### config.mk
export PLATFORM = sky130hd
export DESIGN_NAME = lsu
export DESIGN_NICKNAME = d
export VERILOG_FILES = /design/src/rtl/lsu.sv
export SDC_FILE = /design/constraint.sdc
export NUM_CORES = 1
export LEC_CHECK = 0
export BUFFER_PORTS_ARGS = -buffer_cell sky130_fd_sc_hd__buf_4
export CORE_MARGIN = 2
export CORE_UTILIZATION = 40
export DETAILED_ROUTE_END_ITERATION = 8
export PLACE_DENSITY = 0.68
export SKIP_LAST_GASP = 1
export SLEW_MARGIN = 20
export SYNTH_ARGS = -nofsm -noshare
export SYNTH_HDL_FRONTEND = slang
export SYNTH_SLANG_ARGS = --single-unit
### constraint.sdc
create_clock -name clk_i -period 4 [get_ports clk_i]
set_clock_uncertainty 0.05 [all_clocks]
set_input_delay 1 -clock clk_i [delete_from_list [all_inputs] [get_ports clk_i]]
set_output_delay 1 -clock clk_i [all_outputs]
set_load 0.1 [all_outputs]
### src/rtl/lsu.sv
`default_nettype none
// ============================================================================
// Module   : lsu
// Purpose  : Load/store unit between the execute stage and a word-addressed
//            data memory. Checks alignment/range, waits out the memory read
//            latency with a timeout, extracts and extends sub-word loads and
//            performs sub-word stores as read-modify-write.
// Options  : LSU_SUBWORD_EN - when defined, byte and halfword accesses are
//            supported; otherwise sizes 00/01 get an error response.
// Revision : 1.0 - initial release
// ============================================================================
module lsu #(
  parameter int NUMWORDS  = 4096,
  parameter int DATAWIDTH = 32,
  parameter int TIMEOUT   = 15,
  localparam int ADDR_SIZE = $clog2(NUMWORDS)
) (
  input  logic                 clk_i,
  input  logic                 rst_i,
  input  logic                 req_valid_i,
  output logic                 req_ready_o,
  input  logic                 req_we_i,
  input  logic [1:0]           req_size_i,
  input  logic                 req_unsigned_i,
  input  logic [31:0]          req_addr_i,
  input  logic [DATAWIDTH-1:0] req_wdata_i,
  output logic                 resp_valid_o,
  output logic [DATAWIDTH-1:0] resp_rdata_o,
  output logic                 resp_err_o,
  output logic                 mem_read_en_o,
  output logic [ADDR_SIZE-1:0] mem_read_addr_o,
  input  logic                 mem_read_valid_i,
  input  logic [DATAWIDTH-1:0] mem_read_data_i,
  output logic                 mem_write_en_o,
  output logic [ADDR_SIZE-1:0] mem_write_addr_o,
  output logic [DATAWIDTH-1:0] mem_write_data_o
);

  localparam int CNT_W = $clog2(TIMEOUT + 1);

  typedef enum logic [1:0] {IDLE, READ_WAIT, WRITE, RESP} state_t;

  state_t               state_q;
  logic [CNT_W-1:0]     cnt_q;
  logic                 ready_q;
  logic                 resp_valid_q;
  logic [31:0]          resp_rdata_q;
  logic                 resp_err_q;
  logic                 rd_en_q;
  logic [ADDR_SIZE-1:0] rd_addr_q;
  logic                 wr_en_q;
  logic [ADDR_SIZE-1:0] wr_addr_q;
  logic [31:0]          wr_data_q;

  logic                 req_err;
  logic [ADDR_SIZE-1:0] req_widx;
  logic [31:0]          load_data;

  assign req_widx = req_addr_i[ADDR_SIZE+1:2];

`ifdef LSU_SUBWORD_EN
  // Request attributes needed after acceptance for extract/merge.
  logic        we_q;
  logic [1:0]  size_q;
  logic        uns_q;
  logic [1:0]  off_q;
  logic [31:0] wdata_q;
  logic [4:0]  lane_sh;
  logic [31:0] rd_shift;
  logic [31:0] lane_mask;
  logic [31:0] merge_data;

  assign lane_sh    = {off_q, 3'b000};
  assign rd_shift   = mem_read_data_i >> lane_sh;
  assign lane_mask  = ((size_q == 2'b00) ? 32'h0000_00FF : 32'h0000_FFFF) << lane_sh;
  assign merge_data = (mem_read_data_i & ~lane_mask) | ((wdata_q << lane_sh) & lane_mask);

  // Pick the addressed lane out of the read word and extend it.
  always_comb begin
    load_data = rd_shift;
    case (size_q)
      2'b00:   load_data = uns_q ? {24'h0, rd_shift[7:0]}  : {{24{rd_shift[7]}}, rd_shift[7:0]};
      2'b01:   load_data = uns_q ? {16'h0, rd_shift[15:0]} : {{16{rd_shift[15]}}, rd_shift[15:0]};
      default: load_data = rd_shift;
    endcase
  end
`else
  logic w_unused;
  assign w_unused  = req_unsigned_i;
  assign load_data = mem_read_data_i;
`endif

  // Reject illegal sizes, misalignment and addresses beyond the memory.
  always_comb begin
    req_err = ((req_addr_i >> (ADDR_SIZE + 2)) != 32'h0);
    case (req_size_i)
      2'b10:   if (req_addr_i[1:0] != 2'b00) req_err = 1'b1;
`ifdef LSU_SUBWORD_EN
      2'b01:   if (req_addr_i[0]) req_err = 1'b1;
      2'b00:   req_err = req_err;
`endif
      default: req_err = 1'b1;
    endcase
  end

  // Main sequencer; every output is a register updated with the state.
  always_ff @(posedge clk_i or posedge rst_i) begin
    if (rst_i) begin
      state_q      <= IDLE;
      cnt_q        <= '0;
      ready_q      <= 1'b1;
      resp_valid_q <= 1'b0;
      resp_rdata_q <= 32'h0;
      resp_err_q   <= 1'b0;
      rd_en_q      <= 1'b0;
      rd_addr_q    <= '0;
      wr_en_q      <= 1'b0;
      wr_addr_q    <= '0;
      wr_data_q    <= 32'h0;
`ifdef LSU_SUBWORD_EN
      we_q         <= 1'b0;
      size_q       <= 2'b00;
      uns_q        <= 1'b0;
      off_q        <= 2'b00;
      wdata_q      <= 32'h0;
`endif
    end else begin
      case (state_q)
        IDLE: begin
          if (req_valid_i) begin
            ready_q <= 1'b0;
`ifdef LSU_SUBWORD_EN
            we_q    <= req_we_i;
            size_q  <= req_size_i;
            uns_q   <= req_unsigned_i;
            off_q   <= req_addr_i[1:0];
            wdata_q <= req_wdata_i;
`endif
            if (req_err) begin
              state_q      <= RESP;
              resp_valid_q <= 1'b1;
              resp_err_q   <= 1'b1;
              resp_rdata_q <= 32'h0;
            end else if (req_we_i && (req_size_i == 2'b10)) begin
              state_q   <= WRITE;
              wr_en_q   <= 1'b1;
              wr_addr_q <= req_widx;
              wr_data_q <= req_wdata_i;
            end else begin
              state_q   <= READ_WAIT;
              rd_en_q   <= 1'b1;
              rd_addr_q <= req_widx;
              cnt_q     <= '0;
            end
          end
        end
        READ_WAIT: begin
          if (mem_read_valid_i) begin
            rd_en_q <= 1'b0;
`ifdef LSU_SUBWORD_EN
            if (we_q) begin
              state_q   <= WRITE;
              wr_en_q   <= 1'b1;
              wr_addr_q <= rd_addr_q;
              wr_data_q <= merge_data;
            end else
`endif
            begin
              state_q      <= RESP;
              resp_valid_q <= 1'b1;
              resp_err_q   <= 1'b0;
              resp_rdata_q <= load_data;
            end
          end else if (cnt_q == CNT_W'(TIMEOUT - 1)) begin
            rd_en_q      <= 1'b0;
            state_q      <= RESP;
            resp_valid_q <= 1'b1;
            resp_err_q   <= 1'b1;
            resp_rdata_q <= 32'h0;
          end else begin
            cnt_q <= cnt_q + 1'b1;
          end
        end
        WRITE: begin
          wr_en_q      <= 1'b0;
          state_q      <= RESP;
          resp_valid_q <= 1'b1;
          resp_err_q   <= 1'b0;
          resp_rdata_q <= 32'h0;
        end
        default: begin
          resp_valid_q <= 1'b0;
          resp_err_q   <= 1'b0;
          resp_rdata_q <= 32'h0;
          ready_q      <= 1'b1;
          state_q      <= IDLE;
        end
      endcase
    end
  end

  assign req_ready_o      = ready_q;
  assign resp_valid_o     = resp_valid_q;
  assign resp_rdata_o     = resp_rdata_q;
  assign resp_err_o       = resp_err_q;
  assign mem_read_en_o    = rd_en_q;
  assign mem_read_addr_o  = rd_addr_q;
  assign mem_write_en_o   = wr_en_q;
  assign mem_write_addr_o = wr_addr_q;
  assign mem_write_data_o = wr_data_q;

endmodule
`default_nettype wire

## Word level (Yosys, flattened, before mapping)

Index checks and enable logic that the tools add are counted.

- $add $sub $neg: 1
- Equality and inequality tests: 12
- Multiplexer cells: 38
- Bitwise gates (word level): 3
- Reductions and logical operators: 15

Operators by type and width:

| cell | count |
|---|---|
| 32-bit two-way mux | 4 |
| 32-bit case mux with 2 select lines | 1 |
| 32-bit nonzero test | 1 |
| 4-bit two-way mux | 5 |
| 1-bit two-way mux | 16 |
| 2-bit inequality test, second input constant | 7 |
| 4-bit AND reduction | 3 |
| 2-bit two-way mux | 5 |
| 1-bit case mux with 2 select lines | 4 |
| 4-bit case mux with 2 select lines | 1 |
| 2-bit case mux with 3 select lines | 1 |
| 6-bit AND reduction | 1 |
| 2-bit nonzero test | 3 |
| 5-bit AND reduction | 1 |
| 4-bit by 1-bit adder with 4-bit output, second input constant | 1 |
| 2-bit equality test, second input constant | 2 |
| 4-bit equality test, second input constant | 1 |
| 2-bit AND reduction | 2 |
| 3-bit inequality test, second input constant | 1 |
| 1-bit inverter | 3 |
| 1-bit case mux with 3 select lines | 1 |
| 3-bit AND reduction | 1 |
| 2-bit by 1-bit equality test with 1-bit output, second input constant | 1 |
| 2-bit logical NOT | 1 |
| 2 further kinds | 2 |

- Register bits: 99
- Input bits: 104
- Output and inout bits: 93
- Logic and storage cells: 80

## Depth between registers and ports, before layout

Gate-level depths: netlist of run 1.

- Depth in word-level cells: 6
- Mapped depth: 9
- Mapped depth without buffers: 7

## Least setup slack after synthesis of run 1

No wires, ideal clock.

- Path type: input -> register
- Start: input req_addr_i[31]
- End: register wr_addr_q[0] (netlist: mem_write_addr_o[0])
- Setup time: 125 ps
- Data arrival time: 2,525 ps
- Required time: 3,825 ps
- Path slack: 1,299 ps
- Stages on the path: 6
- Path buffers: 1
- Cells stage by stage: nor4_1 > nand4_1 > nor2_1 > nor4b_4 > buf_6 > mux2_2

- Longest elaborated chain between the ends: 5

Ends and longest elaborated chain:

| item | line | RTL |
|---|---|---|
| start, declared | 25 | `input logic [31:0] req_addr_i,` |
| 32-bit nonzero test | 95 | `req_err = ((req_addr_i >> (ADDR_SIZE + 2)) != 32'h0);` |
| 1-bit two-way mux | 97 | `2'b10: if (req_addr_i[1:0] != 2'b00) req_err = 1'b1;` |
| 1-bit two-way mux | 96 | `case (req_size_i)` |
| 1-bit inverter (no source line) | -- |  |
| 4-bit AND reduction (no source line) | -- |  |
| end signal, assigned | 147 | `wr_addr_q <= req_widx;` |
| end, declared | 52 | `logic [ADDR_SIZE-1:0] wr_addr_q;` |

Every way passes these cells.
A chain may end at the register's enable or synchronous reset.

## Final worst setup path of run 1

- Start: input req_addr_i[31]
- End: register wr_data_q[21] (netlist: mem_write_data_o[21])

- Longest elaborated chain between the ends: 5

Ends and longest elaborated chain:

| item | line | RTL |
|---|---|---|
| 32-bit nonzero test | 95 |  |
| 1-bit two-way mux | 97 |  |
| 1-bit two-way mux | 96 |  |
| 1-bit inverter (no source line) | -- |  |
| 4-bit AND reduction (no source line) | -- |  |
| end signal, assigned | 148 | `wr_data_q <= req_wdata_i;` |
| end, declared | 53 | `logic [31:0] wr_data_q;` |

Every way passes these cells.

==> results by stage, run 1 <==
STA:
- The final max-slew violation count is 0.
- At the pin with the least slew margin, the transition time is approximately 0.72 ns.
- The setup TNS after final layout is 0 ns.
- Setup violations remaining at the end of the flow were counted as 0.
- The shortest clock period the worst path allows after layout is 2.74 ns.
- Setup repair after global routing left no endpoint under its margin.
- The fmax is 364 MHz.
- The remaining max-slew budget at the tightest pin is 51.8%.
- In the finished design, the share of the clock period the worst path needs comes to 68.6%.
- The number of failing hold endpoints at the final stage is 0.

Yosys:
- The adder-cell share of the synthesized area is a little over 2%.
- Summed over all instances, the cell type with the most area after synthesis is dfrtp_1.
- Each instance of the synthesized netlist takes up on average 11.9 um^2.
- Summing the areas of all xor and xnor instances in the mapped netlist gives 0% of the synthesized area.
- The proportion of synthesized area in mux cells is around 15%.
- The post-synthesis async set-or-reset flop share is between 90% and 100%.
- Counting flops and latches in the post-synthesis netlist gives 99.
- Summing the areas of all compound-gate instances in the mapped netlist gives 8.07% of the synthesized area.
- Summing the sequential cell areas from Yosys gives about three fifths of the chip area.
- In the synthesized netlist the dominant register cell turns out to be dfrtp_1.
- By area, the combinational part of the netlist is dominated by multiplexers.
- Synthesis produced a netlist whose cell count is 353.
- Counting every net in the synthesized netlist gives 464.
- In this run the biggest area consumer among cell types represents 58.2% of the synthesized area.
- The number of enable flip-flop cells after synthesis is 0.
- The synthesized netlist devotes 9.58% of its cell area to simple gates.
- The post-synthesis cell area is 0.00422 mm^2.
- The count of warnings emitted by yosys is 0.
- Sorting the synthesized cells by area gives the leading types as dfrtp_1, mux2_2, nand3_1.
- The number of distinct standard cells referenced by the synthesized netlist is 39.
- The most repeated cell in the gate-level netlist after synthesis is dfrtp_1.
- By count the netlist is led by dfrtp_1, mux2_2, inv_1.

Setup path:
- Data arrives at the worst endpoint at 2.94 ns.
- The number of cells traversed by the worst register-to-register path is 6.
- The worst setup path startpoint is req_addr_i[31].
- Among the stages of the critical path, the cell type that occurs most often is buf_4.
- The endpoint required time on the critical path is between 4 and 5 ns.
- The capture point of the worst reg-to-reg path is mem_write_data_o[21].
- The largest incremental delay on the critical path is 0.51 ns.
- The library cell contributing the largest single delay on the critical path is buf_4.
- In this run the worst path has a maximum fanout of 44.
- Traced cell by cell, the critical path runs through buf_4, nor4_1, nand4_1, nor2_1, nor4b_4, buf_4, mux2_2.
- The path type of the worst setup path is input port to register.
- The slack of the worst reg-to-reg path is 1.40 ns.
- STA classifies the critical path endpoint as a register.
- The startpoint of the lowest-slack register-to-register path is state_q[0].
- The kind of start point of the critical path is an input port.

Routing:
- The via-per-instance ratio is about 4.9.
- The sum of routed wire length over all layers is 10.2 mm.
- The antenna violation net count after detailed routing is 0.
- The number of DRC violations after detailed routing is 0.
- The routed layout has 3370 vias.
- After detailed routing, the average wire length per cell comes to 14.8 um.
- The first routing iteration left between 150 and 200 violations.
- The pre-antenna-repair detailed-routing pass consisted of 4 iterations.

Clocking:
- TritonCTS built the clock tree.
- For this design, the CTS-stage hold fixing added 0 buffers.
- The H-tree depth is 3.
- CTS placed an instance of clkbuf_8 at the clock tree root.
- The number of setup buffers added after CTS is 0.
- Buffers inserted during clock tree synthesis total 9.
- For this design, the sink count on the clock tree is between 90 and 100.
- At the later pin of the worst-skew pair, clock insertion delay measures approximately 0.36 ns.
- The number of buffers on the longest clock path is 2.
- The clock-pin transition on the worst setup and hold timing paths is 0.09 ns.
- The total of cells resized after clock tree synthesis is 0.

Global route:
- In the global route stage, overall resource usage came out at 18.3%.
- The via count of the first global-routing pass was 3424.
- The number of antenna violations at the first check in global routing is 0.
- The total overflow left after global routing is 0.
- The global-route wire length before repair is 16.5 mm.
- Entering global routing, the biggest net connects 67 pins.

Run status:
- The run finished with clean final reports.

Min path:
- The worst-case hold path end point is resp_err_o.
- The instance count along the most critical hold path is 1.
- The min-delay analysis places its worst path in the category register to register.
- In this run the most critical hold path is launched from resp_err_o.

Layout:
- The antenna diode count is 0.
- The number of nets in the finished design is ~660.
- The fraction of final layout cells with drive strength greater than 1 is 50.1%.
- Compared with the post-synthesis result, the final layout area differs by 41.5%.
- After filler insertion, the fill cell instance count of the layout stands at 895.

Die:
- The y dimension of the die is around 110 um.
- For this configuration, the core starts out at a cell density of between 40% and 50%.
- Row generation in the floorplan step produced 37 rows.
- The die area is roughly 0.011 mm^2.
- The I/O pin total is between 150 and 200.
- The width of the die is 107 um.
- The placeable core region is 0.0103 mm^2.

Pwr:
- The maximum resistive drop on vdd is 0.000256 V.
- Power comes to about 0.0030 W.
- The leakage power of the design is ~3.1 nW.
- The power density of the placed cells is between 500 and 600 mW/mm^2.

Place:
- At the end of routability-driven placement, the weighted congestion stood at 0.761.
- The number of port buffers is about 200.
- The total half-perimeter wirelength after legalization and detailed placement is ~7.5 mm.

Flow run:
- The tool flagged a number of max-cap violations equal to 0.
layer usage:
| layer | GRT usage [%] | share of wire [%] | vias up |
|---|---|---|---|
| li1 | - | - | 1607 |
| met1 | 22.8 | 40 | 1614 |
| met2 | 30.6 | 50 | 129 |
| met3 | 4.38 | 6.9 | 20 |
| met4 | 7.79 | 2.9 | 0 |
| met5 | 0 | 0 | - |
where the power goes:
| group | internal (W) | switching (W) |
|---|---|---|
| Sequential | 0.00111 | 0.0000771 |
| Combinational | 0.000317 | 0.000908 |
| Clock | 0.000263 | 0.000335 |
per-stage QoR:
step                hold slack, ns  cell area, um^2  setup slack (ns)  std cells  util (%)
floorplan                    0.477             4220             0.361        353         -
detailed placement           0.437             5780             0.903        669      56.2
finish                       0.452             5960              1.26        685      58.0
global route                 0.471             5960              1.07        685      58.0
CTS                          0.459             5960              1.15        685      57.9
global placement             0.422             5780             0.912        669      56.2
layout make-up:
class                           count  area [um^2]  share of cell area [%]
Clock buffer                       13          159                    2.66
Clock inverter                      3         21.3                   0.357
Inverter                           41          156                    2.62
Multi-Input combinational cell    195         1490                    25.0
Sequential cell                    99         2480                    41.6
Tap cell                          136          170                    2.85
Timing Repair Buffer              198         1490                    24.9
cells in the final DEF (no fill, tap or decap), drive strengths merged, types with 4 or more instances in the layout:
master and instances:
dfrtp 98, nand3 37, inv 42, a21oi 4, o21ai 36, nor2b 4
clkbuf 13, nor4 10, buf 198, mux2 56, nor2 6, ha 7
nand2 8
registers in the layout (all words and copies together) (netlist names), 2 cells and up:
signal,cells
state_q,2
mem_read_addr_o,12
mem_write_addr_o,12
resp_rdata_o,32
mem_write_data_o,32
cnt_q,4
how the worst max path moves through the flow:
| stage | slack [ns] | endpoint | cells past startpoint |
|---|---|---|---|
| after floorplan | 0.36 | cnt_q[0] | 1 |
| after global placement | 0.91 | mem_write_data_o[6] | 7 |
| after detailed placement | 0.90 | mem_write_data_o[21] | 7 |
| after CTS | 1.15 | resp_rdata_o[16] | 7 |
| after global routing | 1.07 | mem_write_data_o[21] | 7 |
| final | 1.26 | mem_write_data_o[21] | 7 |
cell families (layout without fill, tap and decap cells):
logic type,count (synthesis),count (layout)
fa+ha+maj,7,7
flops,99,99
simple gates,74,74
compound gates,56,56
mux,58,58
buf+inv,59,255
critical path: cells and delay by family:
family / cells / cell delay [ns]
buffers and inverters: 2 / 0.62
muxes: 1 / 0.41
and+or+nand+nor: 4 / 0.86
Note: power is estimated with default switching activity, not from simulation.
==> run 2, diff against run 1 <==
clock period = 2.6 ns   (was 4 ns; I/O delays follow)
==> run 2 against run 1 <==
First-iteration DRC count down 14%. Hold slack got worse by 0.28 ns. Cell count rose by 1.0%. Total power up 60%. Critical endpoint is now mem_write_data_o[3]. Largest power group unchanged.
==> results by stage, run 2 (same netlist as run 1, synthesis figures left out) <==
Run status:
- The flow ran to the end, and the final reports show no timing, DRC or antenna violations.

Routing:
- The via-per-instance ratio is 4.86 (-1.1%).
- The sum of routed wire length over all layers is 10.3 mm (+1.8%).
- The vias after detailed routing came to 3366 (-0.12%).
- The count of TritonRoute iterations in the first routing pass came to 4 (unchanged).
- The antenna violation net count after detailed routing came to 0 (unchanged).
- The wire length per cell after detailed routing came to 14.9 um (+0.75%).
- The number of DRC violations after detailed routing is 0 (unchanged).
- The DRC marker count from the first detailed-route iteration is 147 (-14%).

STA:
- The remaining max-slew budget at the tightest pin came to 63.5% (+12 points).
- The setup TNS after final layout is 0 ns (unchanged).
- Timing would allow up to ~450 MHz.
- The worst-margin pin slew is 0.548 ns (-0.175 ns).
- The shortest clock period the worst path allows after layout is approximately 2.2 ns.
- The setup-violating endpoint count in the final report is 0 (unchanged).
- The final max-slew violation count is 0 (unchanged).
- The final clock period utilization by the worst path is 85.7%.
- Setup repair after global routing left no endpoint under its margin.
- The number of failing hold endpoints at the final stage is 0 (unchanged).

Global route:
- The overall overflow remaining after global route is 0 (unchanged).
- The total global-route track usage is 18.2% (-0.12 points).
- The via count of the first global-routing pass is 3450 (+0.76%).
- The maximum number of pins on one net before global-route repair is 67 (unchanged).
- The number of antenna violations at the first check in global routing came to 0 (unchanged).
- The global-route wire length before repair is 16.5 mm (-0.42%).

Setup path:
- The signal arrival time at the worst endpoint is 2.42 ns (-0.52 ns).
- The kind of start point of the critical path is an input port.
- The endpoint required time on the critical path was 2.80 ns (-1.39 ns).
- The kind of cell with the highest combined delay along the critical path is simple AND/OR/NAND/NOR gates.
- The largest fanout on the critical path is 44 (unchanged).
- The slack of the worst reg-to-reg path was 0.41 ns (-0.99 ns).
- The worst setup path is captured at a register.
- The largest incremental delay on the critical path is 0.37 ns (-0.14 ns).
- The combined buffer and inverter count along the critical path is 2 (unchanged).
- Walking the worst path, the cells encountered are buf_4, nor4_1, nand4_1, nor2_1, nor4b_4, buf_12, mux2_2.
- The library cell contributing the largest single delay on the critical path is mux2_2.
- The path type of the worst setup path is input port to register.

Place:
- The number of port buffers is 195 (unchanged).
- The total half-perimeter wirelength after legalization and detailed placement is 7.82 mm (+4.4%).
- The routability-driven placement congestion ratio is 0.806 (+6.0%).

Die:
- The y dimension of the die is 107 um (unchanged).
- The width of the die is 107 um (unchanged).
- The I/O pin total is 197 (unchanged).
- The number of cell rows is 37 (unchanged).
- The die area is 0.0114 mm^2 (unchanged).
- The starting density of the core is 41.0% (unchanged).
- The placeable core region is 0.0103 mm^2 (unchanged).

Clocking:
- The insertion delay to the later sink of the worst-skew pair is 0.37 ns (about the same).
- The post-CTS repair timing setup buffer count is 0 (unchanged).
- The clock sink count is 99 (unchanged).
- In this run the clock root is driven by a clkbuf_8.
- The number of buffers on the longest clock path is 2 (unchanged).
- The H-tree depth was 3 (unchanged).
- The CTS tree is yes.
- The hold buffer count at cts was 0 (unchanged).
- The TritonCTS buffer count is 9 (unchanged).
- The clock-pin transition on the worst setup and hold timing paths was 0.11 ns (+0.02 ns).
- The total of cells resized after clock tree synthesis came to 0 (unchanged).

Layout:
- The number of nets in the finished design is 662 (+1.1%).
- The antenna diode count is 0 (unchanged).
- Leaving out fill and tap cells, the most frequent cell in the layout is buf_4.
- The fraction of final layout cells with drive strength greater than 1 is 50.7% (+0.63 points).
- The share of the core filled with cells came to 59.1% (+1.1 points).
- The count of filler cells inserted in the layout was 896 (+0.11%).
- Leaving out fill and tap cells, the most frequent cells in the layout are buf_4, dfrtp_1, mux2_2.
- The area occupied by multi-input gates is 0.00148 mm^2 (-0.59%).
- From synthesis to final layout, the design area changed by 44.2%.
- The register area is 0.00248 mm^2 (unchanged).

Pwr:
- The power density of the placed cells is 793 mW/mm^2 (+57%).
- The leakage power of the design is 3.15 nW (+1.2%).
- The maximum resistive drop on vdd came to 0.000450 V (+76%).

Min path:
- The tightest min-delay check is of the input port to async pin type.

Flow run:
- The max-capacitance violation count came to 0 (unchanged).
## run 2: worst paths after layout
path | endpoint | startpoint | depth (start not counted)
setup / recovery | mem_write_data_o[3] | req_addr_i[27] | 7
hold / removal | mem_write_data_o[10] | rst_i | 2
setup reg to reg | mem_write_data_o[3] | state_q[0] | 6
hold reg to reg | mem_write_addr_o[3] | mem_write_addr_o[3] | 1
max in group asynchronous | req_ready_o | rst_i | 3
min in group clk_i | mem_write_addr_o[3] | mem_write_addr_o[3] | 1
## run 2: report_power, final
group	switching, W	internal, W	leakage [nW]
Clock	0.000575	0.000467	0.106
Combinational	0.00142	0.000543	1.69
Sequential	0.000117	0.00170	1.36
Total	0.00211	0.00271	3.15
## run 2: final cells by class
class	count	area share, %
clock buffers	10	2.10
clock inverters	6	1.38
inverters	41	2.59
multi-input cells	195	24.4
flip-flops and latches	99	40.8
well taps	136	2.80
repair buffers	205	25.9
## run 2: worst register-to-register path: cells and delay by family (launching register included)
family / cells / cell delay (ns)
multiplexers: 1 / 0.40
adder cells (fa/ha/maj): 1 / 0.29
AND/OR/NAND/NOR: 1 / 0.35
flip-flops: 1 / 0.44
buffers and inverters: 3 / 0.53
## run 2: per-stage QoR
stage | power (W) | setup slack [ns] | hold slack (ns) | instance area [um^2] | std cells
2_1_floorplan | 0.00327 | 0.249 | 0.477 | 4220 | 353
3_3_place_gp | 0.00378 | 0.0721 | 0.424 | 5870 | 676
3_5_place_dp | 0.00382 | 0.0507 | 0.427 | 5870 | 676
4_1_cts | 0.00486 | 0.410 | 0.156 | 6080 | 692
5_1_grt | 0.00508 | 0.169 | 0.156 | 6080 | 692
6_report | 0.00482 | 0.372 | 0.167 | 6080 | 692
## run 2: metal layers
metal  track usage (%)  up-vias  wire [um]
met3              4.86       16        650
met1              21.7     1611       4130
met4              6.12        0        201
met5                 0        -          0
li1                  -     1622          -
met2              31.9      117       5360
